`config.mk`:
```
export PLATFORM = sky130hd
export DESIGN_NAME = window_h_stream_fp16
export DESIGN_NICKNAME = d
export VERILOG_FILES = /design/src/rtl/dfdd_pkg.sv /design/src/rtl/window_shift_reg.sv /design/src/rtl/window_h_stream_fp16.sv
export SDC_FILE = /design/constraint.sdc
export NUM_CORES = 1
export LEC_CHECK = 0
export CORE_UTILIZATION = 35
export DETAILED_ROUTE_END_ITERATION = 7
export GPL_TIMING_DRIVEN = 0
export SYNTH_ARGS = -nofsm -noshare
export SYNTH_HDL_FRONTEND = slang
export SYNTH_HIERARCHICAL = 1
export SYNTH_SLANG_ARGS = --single-unit
```
`constraint.sdc`:
```
create_clock -name clk_i -period 1.7 [get_ports clk_i]
set_input_delay 0.255 -clock clk_i [delete_from_list [all_inputs] [get_ports clk_i]]
set_output_delay 0.255 -clock clk_i [all_outputs]
set_load 0.01 [all_outputs]
```
`src/rtl/dfdd_pkg.sv`:
```
// Shared types for the fp16 window generators.
//   fp16_t         : one half-precision pixel
//   fp16_window_t  : 1 x DEFAULT_WINDOW_WIDTH window of fp16 pixels
//   win_state_t    : sequencing state of the horizontal window generator
//   FP16_PAD       : value presented on taps that fall outside the current row (+0.0)
package dfdd_pkg;

    localparam int FP16_EXP_WIDTH       = 5;
    localparam int FP16_FRAC_WIDTH      = 10;
    localparam int FP16_WIDTH           = 1 + FP16_EXP_WIDTH + FP16_FRAC_WIDTH;
    localparam int DEFAULT_WINDOW_WIDTH = 11;

    typedef logic [FP16_WIDTH-1:0] fp16_t;
    typedef fp16_t fp16_window_t [1][DEFAULT_WINDOW_WIDTH];

    typedef enum logic {
        ST_RUN   = 1'b0,
        ST_FLUSH = 1'b1
    } win_state_t;

    localparam fp16_t FP16_PAD = '0;

endpackage

```
`src/rtl/window_shift_reg.sv`:
```
// DEPTH-entry data shift register with a valid mask bit per entry.
//   clk, rst   : clock, synchronous active-high reset (clears data and mask)
//   shift_en   : shift one place; new entry enters at DEPTH-1, entry 0 drops out
//   clear      : zero all mask bits; when combined with shift_en the clear applies
//                to the old entries and the incoming entry still takes data_mask
//   data       : incoming entry
//   data_mask  : mask bit stored with the incoming entry
//   taps, mask : current register contents
module window_shift_reg #(
    parameter int WIDTH = 16,
    parameter int DEPTH = 11
) (
    input  logic             clk,
    input  logic             rst,
    input  logic             shift_en,
    input  logic             clear,
    input  logic [WIDTH-1:0] data,
    input  logic             data_mask,
    output logic [WIDTH-1:0] taps [DEPTH],
    output logic [DEPTH-1:0] mask
);

    logic [DEPTH-2:0] kept_mask;

    assign kept_mask = clear ? '0 : mask[DEPTH-1:1];

    always_ff @(posedge clk) begin
        if (rst) begin
            for (int k = 0; k < DEPTH; k++) begin
                taps[k] <= '0;
            end
            mask <= '0;
        end else begin
            if (shift_en) begin
                for (int k = 0; k < DEPTH - 1; k++) begin
                    taps[k] <= taps[k+1];
                end
                taps[DEPTH-1] <= data;
                mask          <= {data_mask, kept_mask};
            end else if (clear) begin
                mask <= '0;
            end
        end
    end

endmodule

```
`src/rtl/window_h_stream_fp16.sv`:
```
// Horizontal 1 x WINDOW_WIDTH fp16 sliding window over a raster pixel stream,
// zero-padded at row edges. After the last column of a row it runs RADIUS flush
// cycles (ready_o low) to emit the windows of the last RADIUS centres.
//   clk_i, rst_i                 : clock, synchronous active-high reset
//   data_i, col_i, row_i, valid_i: input pixel stream, accepted on valid_i && ready_o
//   ready_o                      : low during flush and while in reset
//   window_o[0][k]               : column c-RADIUS+k of the window centred on c
//   col_o, row_o, valid_o        : centre column/row, single-cycle valid
//   err_o                        : sticky, set on an out-of-sequence non-zero column
//
// state    | meaning
// ST_RUN   | accepting pixels; window emitted once col >= RADIUS has arrived
// ST_FLUSH | RADIUS cycles of pad shifts emitting the last RADIUS centres of the row
module window_h_stream_fp16
    import dfdd_pkg::*;
#(
    parameter int EXP_WIDTH     = FP16_EXP_WIDTH,
    parameter int FRAC_WIDTH    = FP16_FRAC_WIDTH,
    parameter int WINDOW_WIDTH  = DEFAULT_WINDOW_WIDTH,
    parameter int WINDOW_HEIGHT = 1,
    parameter int IMG_WIDTH     = 640,
    parameter logic [EXP_WIDTH+FRAC_WIDTH:0] PAD_VALUE = FP16_PAD
) (
    input  logic                            clk_i,
    input  logic                            rst_i,
    input  logic [EXP_WIDTH+FRAC_WIDTH:0]   data_i,
    input  logic [15:0]                     col_i,
    input  logic [15:0]                     row_i,
    input  logic                            valid_i,
    output logic                            ready_o,
    output logic [EXP_WIDTH+FRAC_WIDTH:0]   window_o [1][WINDOW_WIDTH],
    output logic [15:0]                     col_o,
    output logic [15:0]                     row_o,
    output logic                            valid_o,
    output logic                            err_o
);

    localparam int FP_WIDTH_REG = 1 + EXP_WIDTH + FRAC_WIDTH;
    localparam int RADIUS       = (WINDOW_WIDTH - 1) / 2;
    localparam int CNT_W        = (RADIUS > 1) ? $clog2(RADIUS) : 1;

    localparam logic [CNT_W-1:0] FLUSH_LAST      = CNT_W'(RADIUS - 1);
    localparam logic [15:0]      RADIUS_COL      = 16'(RADIUS);
    localparam logic [15:0]      LAST_COL        = 16'(IMG_WIDTH - 1);
    localparam logic [15:0]      FLUSH_FIRST_COL = 16'(IMG_WIDTH - RADIUS);

    if (WINDOW_WIDTH % 2 == 0 || WINDOW_WIDTH < 3) begin : g_bad_window_width
        $error("WINDOW_WIDTH must be odd and at least 3");
    end
    if (IMG_WIDTH < WINDOW_WIDTH) begin : g_bad_img_width
        $error("IMG_WIDTH must be at least WINDOW_WIDTH");
    end
    if (WINDOW_HEIGHT != 1) begin : g_bad_window_height
        $error("WINDOW_HEIGHT must be 1");
    end

    win_state_t              state;
    win_state_t              state_nxt;
    logic                    flushing;
    logic                    accept;
    logic                    row_start;
    logic                    shift_en;
    logic [FP_WIDTH_REG-1:0] shift_data;
    logic [FP_WIDTH_REG-1:0] taps [WINDOW_WIDTH];
    logic [WINDOW_WIDTH-1:0] tap_mask;
    logic [CNT_W-1:0]        flush_cnt;
    logic [15:0]             col_expect;

    always_ff @(posedge clk_i) begin
        if (rst_i) begin
            state <= ST_RUN;
        end else begin
            state <= state_nxt;
        end
    end

    always_comb begin
        state_nxt = state;
        case (state)
            ST_RUN:   if (accept && col_i == LAST_COL) state_nxt = ST_FLUSH;
            ST_FLUSH: if (flush_cnt == FLUSH_LAST)     state_nxt = ST_RUN;
            default:  state_nxt = ST_RUN;
        endcase
    end

    always_comb begin
        flushing   = (state == ST_FLUSH);
        ready_o    = !flushing && !rst_i;
        accept     = valid_i && ready_o;
        row_start  = accept && col_i == '0;
        shift_en   = accept || flushing;
        shift_data = flushing ? PAD_VALUE : data_i;
    end

    // Col 0 clears the old row's masks in the same cycle it shifts in, so a
    // partially received row is simply abandoned.
    window_shift_reg #(
        .WIDTH (FP_WIDTH_REG),
        .DEPTH (WINDOW_WIDTH)
    ) u_taps (
        .clk       (clk_i),
        .rst       (rst_i),
        .shift_en  (shift_en),
        .clear     (row_start),
        .data      (shift_data),
        .data_mask (!flushing),
        .taps      (taps),
        .mask      (tap_mask)
    );

    always_comb begin
        for (int k = 0; k < WINDOW_WIDTH; k++) begin
            window_o[0][k] = tap_mask[k] ? taps[k] : PAD_VALUE;
        end
    end

    always_ff @(posedge clk_i) begin
        if (rst_i) begin
            flush_cnt  <= '0;
            col_expect <= '0;
            err_o      <= 1'b0;
            valid_o    <= 1'b0;
            col_o      <= '0;
            row_o      <= '0;
        end else begin
            flush_cnt <= (flushing && flush_cnt != FLUSH_LAST) ? flush_cnt + CNT_W'(1) : '0;

            if (accept) begin
                // Resync to whatever column arrived, even when it was out of sequence.
                col_expect <= col_i + 16'd1;
                if (col_i != '0 && col_i != col_expect) begin
                    err_o <= 1'b1;
                end
            end
            if (row_start) begin
                row_o <= row_i;
            end

            valid_o <= flushing || (accept && col_i >= RADIUS_COL);
            if (flushing) begin
                col_o <= FLUSH_FIRST_COL + 16'(flush_cnt);
            end else if (accept && col_i >= RADIUS_COL) begin
                col_o <= col_i - RADIUS_COL;
            end
        end
    end

endmodule
```
==> out/metrics.cfg <==
[die]
std_cell_rows = 64
core-area_um2 = 30590
fp.dieW_um = 178.2
die_area_um2 = 31770
fp.dieH_um = 178.2
ios = 262
initial_core_util_pct = 35.54

[grt]
antenna_found_initial = 0
grt_use_total_pct = 20.24
grt_pass1_vias = 8915
grt-ovfl-total = 0
grt_pass1_wl_mm = 50.61
grt_max_degree = 15

[synth]
synth_edf_count = 0
synth_common_cells = dfxtp_1 (241), nor2_1 (216), mux2i_1 (204), and2_1 (177), clkbuf_1 (36)
ys_ff_latch = 241
synth_top_area_share_pct = 44.38
synth_compound_area_share_pct = 3.108
synthCells = 1141
syn_area_per_cell_um2 = 9.527
synthXorXnorAreaFrac_pct = 3.465
synthAdderAreaFrac_pct = 0.9208
synth_flop_cell = dfxtp_1
synth_cell_type_count = 47
yosysMostFrequentCell = dfxtp_1
syn_area_um2 = 10870
yosys_warnings = 6
muxShareOfSynthArea_pct = 18.78
async_flop_share_pct = 0
synth_top_family_by_area = simple AND/OR/NAND/NOR gates
synthesis.nets = 1200
seq_area_frac_synth_pct = 44.38
synth_top_area_cell = dfxtp_1
synth_area_leaders = dfxtp_1 (44%), mux2i_1 (19%), and2_1 (10%)
synth_simple_gate_area_share_pct = 23.86

[setup_path]
cp_data_arrival_time_ns = 1.52
r2r_slack_ns = 0.04
critical_path_class = flip-flop to output port
path_max_fanout = 6
cp_slowest_cell = dfxtp_4
required_ns = 1.44
critical_path.top_delay_family = buffers and inverters
r2r_start = flushing
critPathMaxStageDelay_ns = 0.37
crit_top_cell = buf_6
reg2reg_depth = 9
r2r-end = u_taps/taps[46]
path_cells = buf_12 -> buf_8 -> buf_6 -> and2_4 -> buf_6
path_buf_inv = 4
crit_path_end_kind = output port
startpoint_type = flip-flop

[pwr]
p_total_mw = 12.79
power_density_nw_per_um2 = 799.7
peakVddDrop_mv = 0.6521
p_leak_nw = 7.475

[final_layout]
syn_to_final_growth_pct = 47.11
nFillCells = 2866
drive_above_1_share_pct = 25.61
diodes = 0
fin_util_pct = 52.28
final_nets = 1550

[timing]
rsz0062_at_grt = true
tightest_slew_ns = 0.5804
tns_ns = -0.4862
period_share_pct = 104.2
fin_ws_ns = -0.07136
fin_crit_ns = 1.771
maxSlewViolCount = 0
setup_viol = 8
timing.slew.headroom_pct = 61.30
fin_hold_ws_ns = 0.05102
skew_ns = 0.01556
finalHoldViolCount = 0
fmax_mhz = 564.5

[run_status]
violations = negative setup slack
status = finished, violations left

[drt]
drc = 0
wirelength_mm = 33.13
vias = 9065
firstDrtPassIters = 5
drt-initial-drc-count = 478
ant_nets = 0
wire_per_inst_um = 17.37
vias_per_cell = 4.754

[hold_path]
hp-start = col_i[0]
holdPathStages = 2
hold_path_class = primary input to flip-flop
hold-path-endpoint = col_expect[0]

[clocking]
ctsHoldBuffers = 0
cts_buffers = 28
htreeDepth = 1
clk_latency_ns = 0.54
cts_tree = built
clk_path_buf_depth = 3
cts.clk_slew.worst_paths_ns = 0.06
root_buffer = clkbuf_16
clock-sinks = 241

[placement]
hpwl_mm = 23.21
place_congestion = 0.8333
place_ws_ns = -0.9002
io_buffers = 250

[flow_run]
cap_violations = 0

==> what timing repair did <==
| item | CTS | global route |
|---|---|---|
| setup buffers | 39 | 16 |
| endpoints found under the setup margin | 417 | 325 |
| pin swaps | 2 | 3 |
| gates cloned | 18 | 1 |
| resized for setup | 682 | 150 |
==> logic make-up after synthesis <==
family	Yosys count
simple gates	497
flops	241
mux	204
buf+inv	96
compound gates	52
xor+xnor	43
fa+ha+maj	8
==> flip-flops by register name, summed over array words and instances (netlist names) <==
signal / cells
valid_o: 1
err_o: 1
flush_cnt: 3
row_o: 16
u_taps/mask: 11
col_o: 16
col_expect: 16
u_taps/taps: 176
flushing: 1
==> placed cells by master, fill, tap and decap left out, types with 8 or more instances in the layout <==
cell,netlist,layout
a21oi_1,11,11
and2_1,177,118
and2_4,0,58
buf_12,0,26
buf_2,14,79
buf_4,7,38
buf_6,9,61
buf_8,11,16
bufbuf_16,0,8
clkbuf_1,36,30
clkbuf_16,0,29
clkbuf_2,0,11
clkbuf_8,0,9
clkdlybuf4s15_1,0,10
clkdlybuf4s50_1,0,37
dfxtp_1,241,224
dfxtp_4,0,12
dlygate4sd2_1,0,50
dlymetal6s2s_1,0,27
ha_1,8,8
inv_1,13,11
mux2i_1,204,204
nand2_1,21,18
nand3b_1,21,21
nand4_1,10,10
nor2_1,216,215
nor2b_1,17,17
o21ai_0,20,18
xnor2_1,32,32
xor2_1,11,11
==> stage by stage <==
| step | cells | instance area (um2) |
|---|---|---|
| finish | 1907 | 15990 |
| global route | 1907 | 15990 |
| CTS | 1894 | 15750 |
| detailed placement | 1787 | 13970 |
| global placement | 1787 | 13970 |
| floorplan | 1141 | 10980 |
==> area by class of cell <==
cell class | count | area [um2] | share of cell area (%)
Tap cell | 396 | 495.5 | 3.098
Timing Repair Buffer | 321 | 3187 | 19.93
Buffer | 82 | 819.5 | 5.125
Inverter | 13 | 51.30 | 0.3208
Clock buffer | 42 | 803.3 | 5.023
Sequential cell | 241 | 4876 | 30.49
Clock inverter | 8 | 80.08 | 0.5007
Multi-Input combinational cell | 804 | 5679 | 35.51
==> how the worst max path moves through the flow <==
stage	start	to	depth (start not counted)
floorplan	col_i[4]	u_taps/mask[0]	10
global placement	col_i[0]	col_o[9]	9
detailed placement	col_i[0]	col_o[9]	9
CTS	u_taps/mask[10]	window_o[5]	4
global route	u_taps/mask[0]	window_o[166]	5
finish	u_taps/mask[10]	window_o[14]	5
==> metal layers <==
layer  up-vias  global-route usage [%]  part of all wire [%]
met5         -                       0                     0
li1       4483                       -                     -
met1      4267                   26.94                    45
met2       269                   33.51                    47
met3        46                   3.964                   6.1
met4         0                   4.908                   1.8
==> where the power goes <==
group	switching [mW]	internal, mW
logic	0.558	0.657
clock network	2.38	3.40
registers	0.0678	5.72
Power figures use the tool's default switching activity.
